**src/rtl/nx1_opm_wrq_if.sv**
```systemverilog
// Host-side and OPM-side signal bundle for the X1 FM board OPM write scheduler.
// The scheduler uses the slave modport; the slot decode / test driver uses master.
interface nx1_opm_wrq_if #(
   parameter int P_DEPTH_LOG2 = 4
);
   logic                  host_cs;
   logic                  host_a0;
   logic                  host_wr;
   logic                  host_rd;
   logic [7:0]            host_wdata;
   logic [7:0]            host_rdata;
   logic                  opm_cke;
   logic [1:0]            opm_flags;
   logic [7:0]            opm_addr;
   logic [7:0]            opm_wdata;
   logic                  opm_we;
   logic [P_DEPTH_LOG2:0] wrq_level;

   modport slave (
      input  host_cs, host_a0, host_wr, host_rd, host_wdata, opm_cke, opm_flags,
      output host_rdata, opm_addr, opm_wdata, opm_we, wrq_level
   );

   modport master (
      output host_cs, host_a0, host_wr, host_rd, host_wdata, opm_cke, opm_flags,
      input  host_rdata, opm_addr, opm_wdata, opm_we, wrq_level
   );
endinterface

```
**src/rtl/nx1_opm_wrq.sv**
```systemverilog
// YM2151 (OPM) write scheduler: queues Z80 register writes and replays them paced to OPM recovery time.
// Optional sticky overflow flag in status bit6 when NX1_OPM_WRQ_OVF_EN is defined.
module nx1_opm_wrq #(
   parameter int P_DEPTH_LOG2 = 4,
   parameter int P_WAIT_CKE   = 64,
   parameter int P_CNT_W      = 7
) (
   input logic           slot_sysclk,
   input logic           slot_reset,
   nx1_opm_wrq_if.slave  bus
);

   localparam int                    DEPTH    = 2 ** P_DEPTH_LOG2;
   localparam logic [P_DEPTH_LOG2:0] FULL_LVL = (P_DEPTH_LOG2 + 1)'(DEPTH);
   localparam logic [P_CNT_W-1:0]    WAIT_LD  = P_CNT_W'(P_WAIT_CKE);

   typedef enum logic [1:0] {ST_IDLE, ST_ISSUE, ST_WAIT} state_t;

   state_t                  state_q, state_d;
   logic [15:0]             mem [DEPTH];
   logic [P_DEPTH_LOG2-1:0] wr_ptr, rd_ptr;
   logic [P_DEPTH_LOG2:0]   level;
   logic [7:0]              addr_latch;
   logic [P_CNT_W-1:0]      cnt;
   logic [7:0]              rdata_q;
   logic [7:0]              opm_addr_q, opm_wdata_q;
   logic                    opm_we_q;

   logic wr_acc, rd_acc, data_wr, addr_wr;
   logic fifo_empty, fifo_full, pop, push_ok, busy, ovf_bit;

   // Level never wraps: a push is only accepted when a slot is free (or freed by this cycle's pop).
   function automatic logic [P_DEPTH_LOG2:0] next_level(
      input logic [P_DEPTH_LOG2:0] lvl,
      input logic                  inc,
      input logic                  dec
   );
      logic [P_DEPTH_LOG2:0] r;
      r = lvl;
      if (inc && !dec && lvl != FULL_LVL)
         r = lvl + 1'b1;
      else if (dec && !inc && lvl != '0)
         r = lvl - 1'b1;
      return r;
   endfunction

   assign wr_acc     = bus.host_cs & bus.host_wr;
   assign rd_acc     = bus.host_cs & bus.host_rd & ~bus.host_wr;
   assign data_wr    = wr_acc & bus.host_a0;
   assign addr_wr    = wr_acc & ~bus.host_a0;
   assign fifo_empty = (level == '0);
   assign fifo_full  = (level == FULL_LVL);
   assign push_ok    = data_wr & (~fifo_full | pop);
   assign busy       = ~fifo_empty | (state_q != ST_IDLE);

   // The head is popped on the IDLE->ISSUE edge so opm_addr/opm_wdata/opm_we line up in the ISSUE cycle.
   always_comb begin
      state_d = state_q;
      pop     = 1'b0;
      case (state_q)
         ST_IDLE: begin
            if (!fifo_empty) begin
               pop     = 1'b1;
               state_d = ST_ISSUE;
            end
         end
         ST_ISSUE: state_d = ST_WAIT;
         ST_WAIT: begin
            if (bus.opm_cke && cnt == P_CNT_W'(1))
               state_d = ST_IDLE;
         end
         default: state_d = ST_IDLE;
      endcase
   end

   always_ff @(posedge slot_sysclk) begin
      if (slot_reset) begin
         state_q    <= ST_IDLE;
         wr_ptr     <= '0;
         rd_ptr     <= '0;
         level      <= '0;
         addr_latch <= '0;
         cnt        <= '0;
         rdata_q    <= '0;
         opm_addr_q <= '0;
         opm_wdata_q <= '0;
         opm_we_q   <= 1'b0;
      end else begin
         state_q  <= state_d;
         level    <= next_level(level, push_ok, pop);
         opm_we_q <= pop;
         if (push_ok)
            wr_ptr <= wr_ptr + 1'b1;
         if (pop) begin
            rd_ptr      <= rd_ptr + 1'b1;
            opm_addr_q  <= mem[rd_ptr][15:8];
            opm_wdata_q <= mem[rd_ptr][7:0];
         end
         if (addr_wr)
            addr_latch <= bus.host_wdata;
         if (state_q == ST_ISSUE)
            cnt <= WAIT_LD;
         else if (state_q == ST_WAIT && bus.opm_cke)
            cnt <= cnt - 1'b1;
         if (rd_acc)
            rdata_q <= {busy, ovf_bit, 4'b0000, bus.opm_flags};
      end
   end

   // Queue storage carries no reset; the pointers and level define what is valid.
   always_ff @(posedge slot_sysclk) begin
      if (push_ok)
         mem[wr_ptr] <= {addr_latch, bus.host_wdata};
   end

`ifdef NX1_OPM_WRQ_OVF_EN
   logic ovf_q;

   always_ff @(posedge slot_sysclk) begin
      if (slot_reset)
         ovf_q <= 1'b0;
      else if (data_wr && !push_ok)
         ovf_q <= 1'b1;
      else if (rd_acc)
         ovf_q <= 1'b0;
   end

   assign ovf_bit = ovf_q;
`else
   assign ovf_bit = 1'b0;
`endif

   assign bus.host_rdata = rdata_q;
   assign bus.opm_addr   = opm_addr_q;
   assign bus.opm_wdata  = opm_wdata_q;
   assign bus.opm_we     = opm_we_q;
   assign bus.wrq_level  = level;

endmodule

```
**src/flat_wrapper.sv**
```systemverilog
// flat-port wrapper written by rule: the top's interface ports become plain ports
module nx1_opm_wrq_flat 
#(
   parameter int P_DEPTH_LOG2 = 4,
   parameter int P_WAIT_CKE   = 64,
   parameter int P_CNT_W      = 7
)
  (slot_sysclk, slot_reset, bus_host_cs, bus_host_a0, bus_host_wr, bus_host_rd, bus_host_wdata, bus_opm_cke, bus_opm_flags, bus_host_rdata, bus_opm_addr, bus_opm_wdata, bus_opm_we, bus_wrq_level);
  nx1_opm_wrq_if #(.P_DEPTH_LOG2(P_DEPTH_LOG2)) bus_i ();
  input logic slot_sysclk;
  input logic slot_reset;
  input wire logic [$bits(bus_i.host_cs)-1:0] bus_host_cs;
  input wire logic [$bits(bus_i.host_a0)-1:0] bus_host_a0;
  input wire logic [$bits(bus_i.host_wr)-1:0] bus_host_wr;
  input wire logic [$bits(bus_i.host_rd)-1:0] bus_host_rd;
  input wire logic [$bits(bus_i.host_wdata)-1:0] bus_host_wdata;
  input wire logic [$bits(bus_i.opm_cke)-1:0] bus_opm_cke;
  input wire logic [$bits(bus_i.opm_flags)-1:0] bus_opm_flags;
  output wire logic [$bits(bus_i.host_rdata)-1:0] bus_host_rdata;
  output wire logic [$bits(bus_i.opm_addr)-1:0] bus_opm_addr;
  output wire logic [$bits(bus_i.opm_wdata)-1:0] bus_opm_wdata;
  output wire logic [$bits(bus_i.opm_we)-1:0] bus_opm_we;
  output wire logic [$bits(bus_i.wrq_level)-1:0] bus_wrq_level;
  assign bus_i.host_cs = bus_host_cs;
  assign bus_i.host_a0 = bus_host_a0;
  assign bus_i.host_wr = bus_host_wr;
  assign bus_i.host_rd = bus_host_rd;
  assign bus_i.host_wdata = bus_host_wdata;
  assign bus_i.opm_cke = bus_opm_cke;
  assign bus_i.opm_flags = bus_opm_flags;
  assign bus_host_rdata = bus_i.host_rdata;
  assign bus_opm_addr = bus_i.opm_addr;
  assign bus_opm_wdata = bus_i.opm_wdata;
  assign bus_opm_we = bus_i.opm_we;
  assign bus_wrq_level = bus_i.wrq_level;
  nx1_opm_wrq #(.P_DEPTH_LOG2(P_DEPTH_LOG2), .P_WAIT_CKE(P_WAIT_CKE), .P_CNT_W(P_CNT_W)) u_core (.slot_sysclk(slot_sysclk), .slot_reset(slot_reset), .bus(bus_i));
endmodule
```
**config.mk**
```make
export PLATFORM = sky130hd
export DESIGN_NAME = nx1_opm_wrq_flat
export DESIGN_NICKNAME = d
export VERILOG_FILES = /design/src/rtl/nx1_opm_wrq_if.sv /design/src/rtl/nx1_opm_wrq.sv /design/src/flat_wrapper.sv
export SDC_FILE = /design/constraint.sdc
export NUM_CORES = 1
export LEC_CHECK = 0
export CAP_MARGIN = 20
export CORE_MARGIN = 2
export CORE_UTILIZATION = 55
export DETAILED_ROUTE_END_ITERATION = 7
export PLACE_DENSITY = 0.74
export SYNTH_ARGS = -nofsm -noshare
export SYNTH_HDL_FRONTEND = slang
export SYNTH_SLANG_ARGS = --single-unit
```
**constraint.sdc**
```tcl
create_clock -name slot_sysclk -period 3 [get_ports slot_sysclk]
set_input_delay 0.45 -clock slot_sysclk [delete_from_list [all_inputs] [get_ports slot_sysclk]]
set_output_delay 0.45 -clock slot_sysclk [all_outputs]
set_load 0.01 [all_outputs]
```
==> results_dict.tcl <==
set metrics [dict create \
    hpwl_mm 14.7 \
    synth_most_common_cell "edfxtp_1" \
    grt_antenna_before_repair 0 \
    stdcell_count 1006 \
    yosysUniqueCellTypes 51 \
    port-buffer-count 41 \
    totalWireLength_mm 24.9 \
    cts_buffers 29 \
    synthTopCellsByCount "256 x edfxtp_1, 64 x mux4_2, 50 x dfxtp_1" \
    wl_per_cell_um 24.8 \
    drive_gt1_frac 0.240 \
    dieArea_sq_um 23100 \
    cts_buffer_depth 3 \
    core_area_sq_um 21700 \
    setup_viol 0 \
    holdWs_ns 0.453 \
    gp_congestion 0.811 \
    avgSynthCellArea_sq_um 19.0 \
    power_density_nw_per_um2 812 \
    worstSetupPathType "register to register" \
    drc 0 \
    routed.top_layer "met4" \
    syn_inst 633 \
    vias 6145 \
    crit_fanout 7 \
    max_freq_mhz 391 \
    finalCriticalPeriod_ns 2.56 \
    start_kind "register" \
    ir_drop_uv 586 \
    slew_violations 0 \
    grt_setup_unrepaired "false" \
    viasPerCell 6.11 \
    wl_met1_mm 10.2 \
    nets 731 \
    ys_ff_latch 306 \
    antenna_cells 0 \
    area_delta_synth_final_pct 16.3 \
    yosys_warnings 0 \
    io_pins 47 \
    grt_usage 0.220 \
    seq_area_frac_synth 0.721 \
    async_flop_share 0 \
    cts_tree "yes" \
    drtPass1Iterations 7 \
    synth_ff_type "edfxtp_1" \
    hold_class "register to register" \
    cts-resized-gates 0 \
    cts_setup_buffers 0 \
    total_power_mw 11.4 \
    initial_core_util 0.555 \
    synth.top_cell.area_share 0.638 \
    synth_area_leaders "edfxtp_1 64%, mux4_2 12%, dfxtp_1 8.3%" \
    cp-end-kind "register" \
    ant_nets 0 \
    die_w_um 152 \
    grt_pass1_wl_mm 38.6 \
    route.met3.wl_mm 1.52 \
    worstPathArrival_ns 3.01 \
    placed_cells 952 \
    r2r_start "u_core.bus.wrq_level[0]" \
    worstMarginPinSlew_ns 0.937 \
    clock-root-buffer "clkbuf_16" \
    insertion_delay_ns 0.54 \
    route.met2.wl_mm 12.7 \
    fin_worst_skew_ns 0.0177 \
    fin_setup_tns_ns 0 \
    p_leak_nw 4.47 \
    relSlewSlack 0.376 \
    syn_area_sq_um 12000 \
    hold_buffers 0 \
    gr-total-overflow 0 \
    cts.sinks 306 \
    fill_cells 1459 \
    htree_num_levels 1 \
    crit_required_ns 3.45 \
    drtIter0Drc 481 \
    chipHeight_um 152 \
    hp-start "u_core.bus.host_rdata[7]" \
    synth_edf_count 256 \
    period_share 0.854 \
    grt_pass1_vias 6519 \
    maxCapViolCount 0 \
    status "completed" \
    multi_input_area_sq_um 3160 \
    grt_max_degree 42 \
    fp-row-count 54 \
    finalHoldViolCount 0 \
    seqCellArea_sq_um 8690 \
    crit_start "u_core.bus.wrq_level[0]" \
    clkTransAtPathRegs_ns 0.06 \
    synth_area_leader_cell "edfxtp_1" \
]
-- cell usage in the layout (no fill, tap or decap), types with 6 or more instances in the layout --
master / n
nand2_1: 13
clkdlybuf4s50_1: 41
mux4_2: 64
nand3_1: 20
buf_12: 7
xor2_1: 6
a21oi_1: 7
edfxtp_1: 256
nor2_1: 41
bufinv_16: 7
ha_1: 10
clkbuf_16: 29
dfxtp_1: 47
mux2i_1: 47
buf_4: 24
o221ai_2: 10
inv_1: 7
o221ai_1: 6
-- critical path, stage by stage (launching register included) --
cell and delay, ns:
dfxtp_1 0.40, or4_4 0.63, o21ai_4 0.15, nand2_1 0.16, fa_1 0.45, a21o_1 0.21, a211oi_1 0.28, mux2i_1 0.11
o311ai_1 0.09
-- power breakdown --
group | leakage, nW | switching [mW] | internal (mW) | total, mW
logic | 1.29 | 1.12 | 1.18 | 2.30
registers | 2.68 | 0.338 | 4.80 | 5.14
clock network | 0.507 | 1.50 | 2.43 | 3.93
total | 4.47 | 2.96 | 8.41 | 11.4
-- cell type report --
| type | count | share of cell area |
|---|---|---|
| clock buffer | 35 | 0.0548 |
| clock inverter | 19 | 0.0198 |
| inverter | 7 | 0.00188 |
| multi-input combinational | 287 | 0.226 |
| sequential | 306 | 0.621 |
| tap | 280 | 0.0250 |
| timing repair buffer | 72 | 0.0522 |
-- cell families after synthesis --
group / count (synthesis) / synth area share
compound gates: 42 / 0.0351
simple gates: 104 / 0.0426
mux: 114 / 0.162
fa+ha+maj: 11 / 0.0121
other cells: 1 / 0.000311
buf+inv: 44 / 0.0190
xor+xnor: 11 / 0.00800
flops: 306 / 0.721
-- registers in the layout, indices dropped and copies added (netlist names) --
| name | count |
|---|---|
| u_core.bus.host_rdata | 3 |
| u_core.bus.opm_addr | 8 |
| u_core.mem | 256 |
| u_core.bus.opm_we | 1 |
| u_core.wr_ptr | 4 |
| u_core.bus.opm_wdata | 8 |
| u_core.cnt | 7 |
| u_core.state_q | 2 |
| u_core.bus.wrq_level | 5 |
| u_core.rd_ptr | 4 |
| u_core.addr_latch | 8 |
-- per-layer routing --
layer  track usage  vias up
met4        0.0494        0
met2         0.377      223
met5             0        -
met1         0.298     3212
li1              -     2677
met3        0.0399       33
-- worst paths after layout --
check	slack, ns	cells past startpoint	end
max	0.44	8	u_core.bus.wrq_level[4]
max reg2reg	0.44	8	u_core.bus.wrq_level[4]
min	0.45	2	u_core.bus.host_rdata[7]
min reg2reg	0.45	2	u_core.bus.host_rdata[7]
-- per-stage QoR --
step / area, sq um / util / worst slack, ns
final: 14000 / 0.646 / 0.439
after global routing: 14000 / 0.646 / 0.243
after CTS: 14000 / 0.646 / 0.448
after detailed placement: 13000 / 0.598 / 0.169
after global placement: 13000 / 0.598 / 0.291
after floorplan: 12100 / - / 0.334
Note: power is estimated with default switching activity, not from simulation.
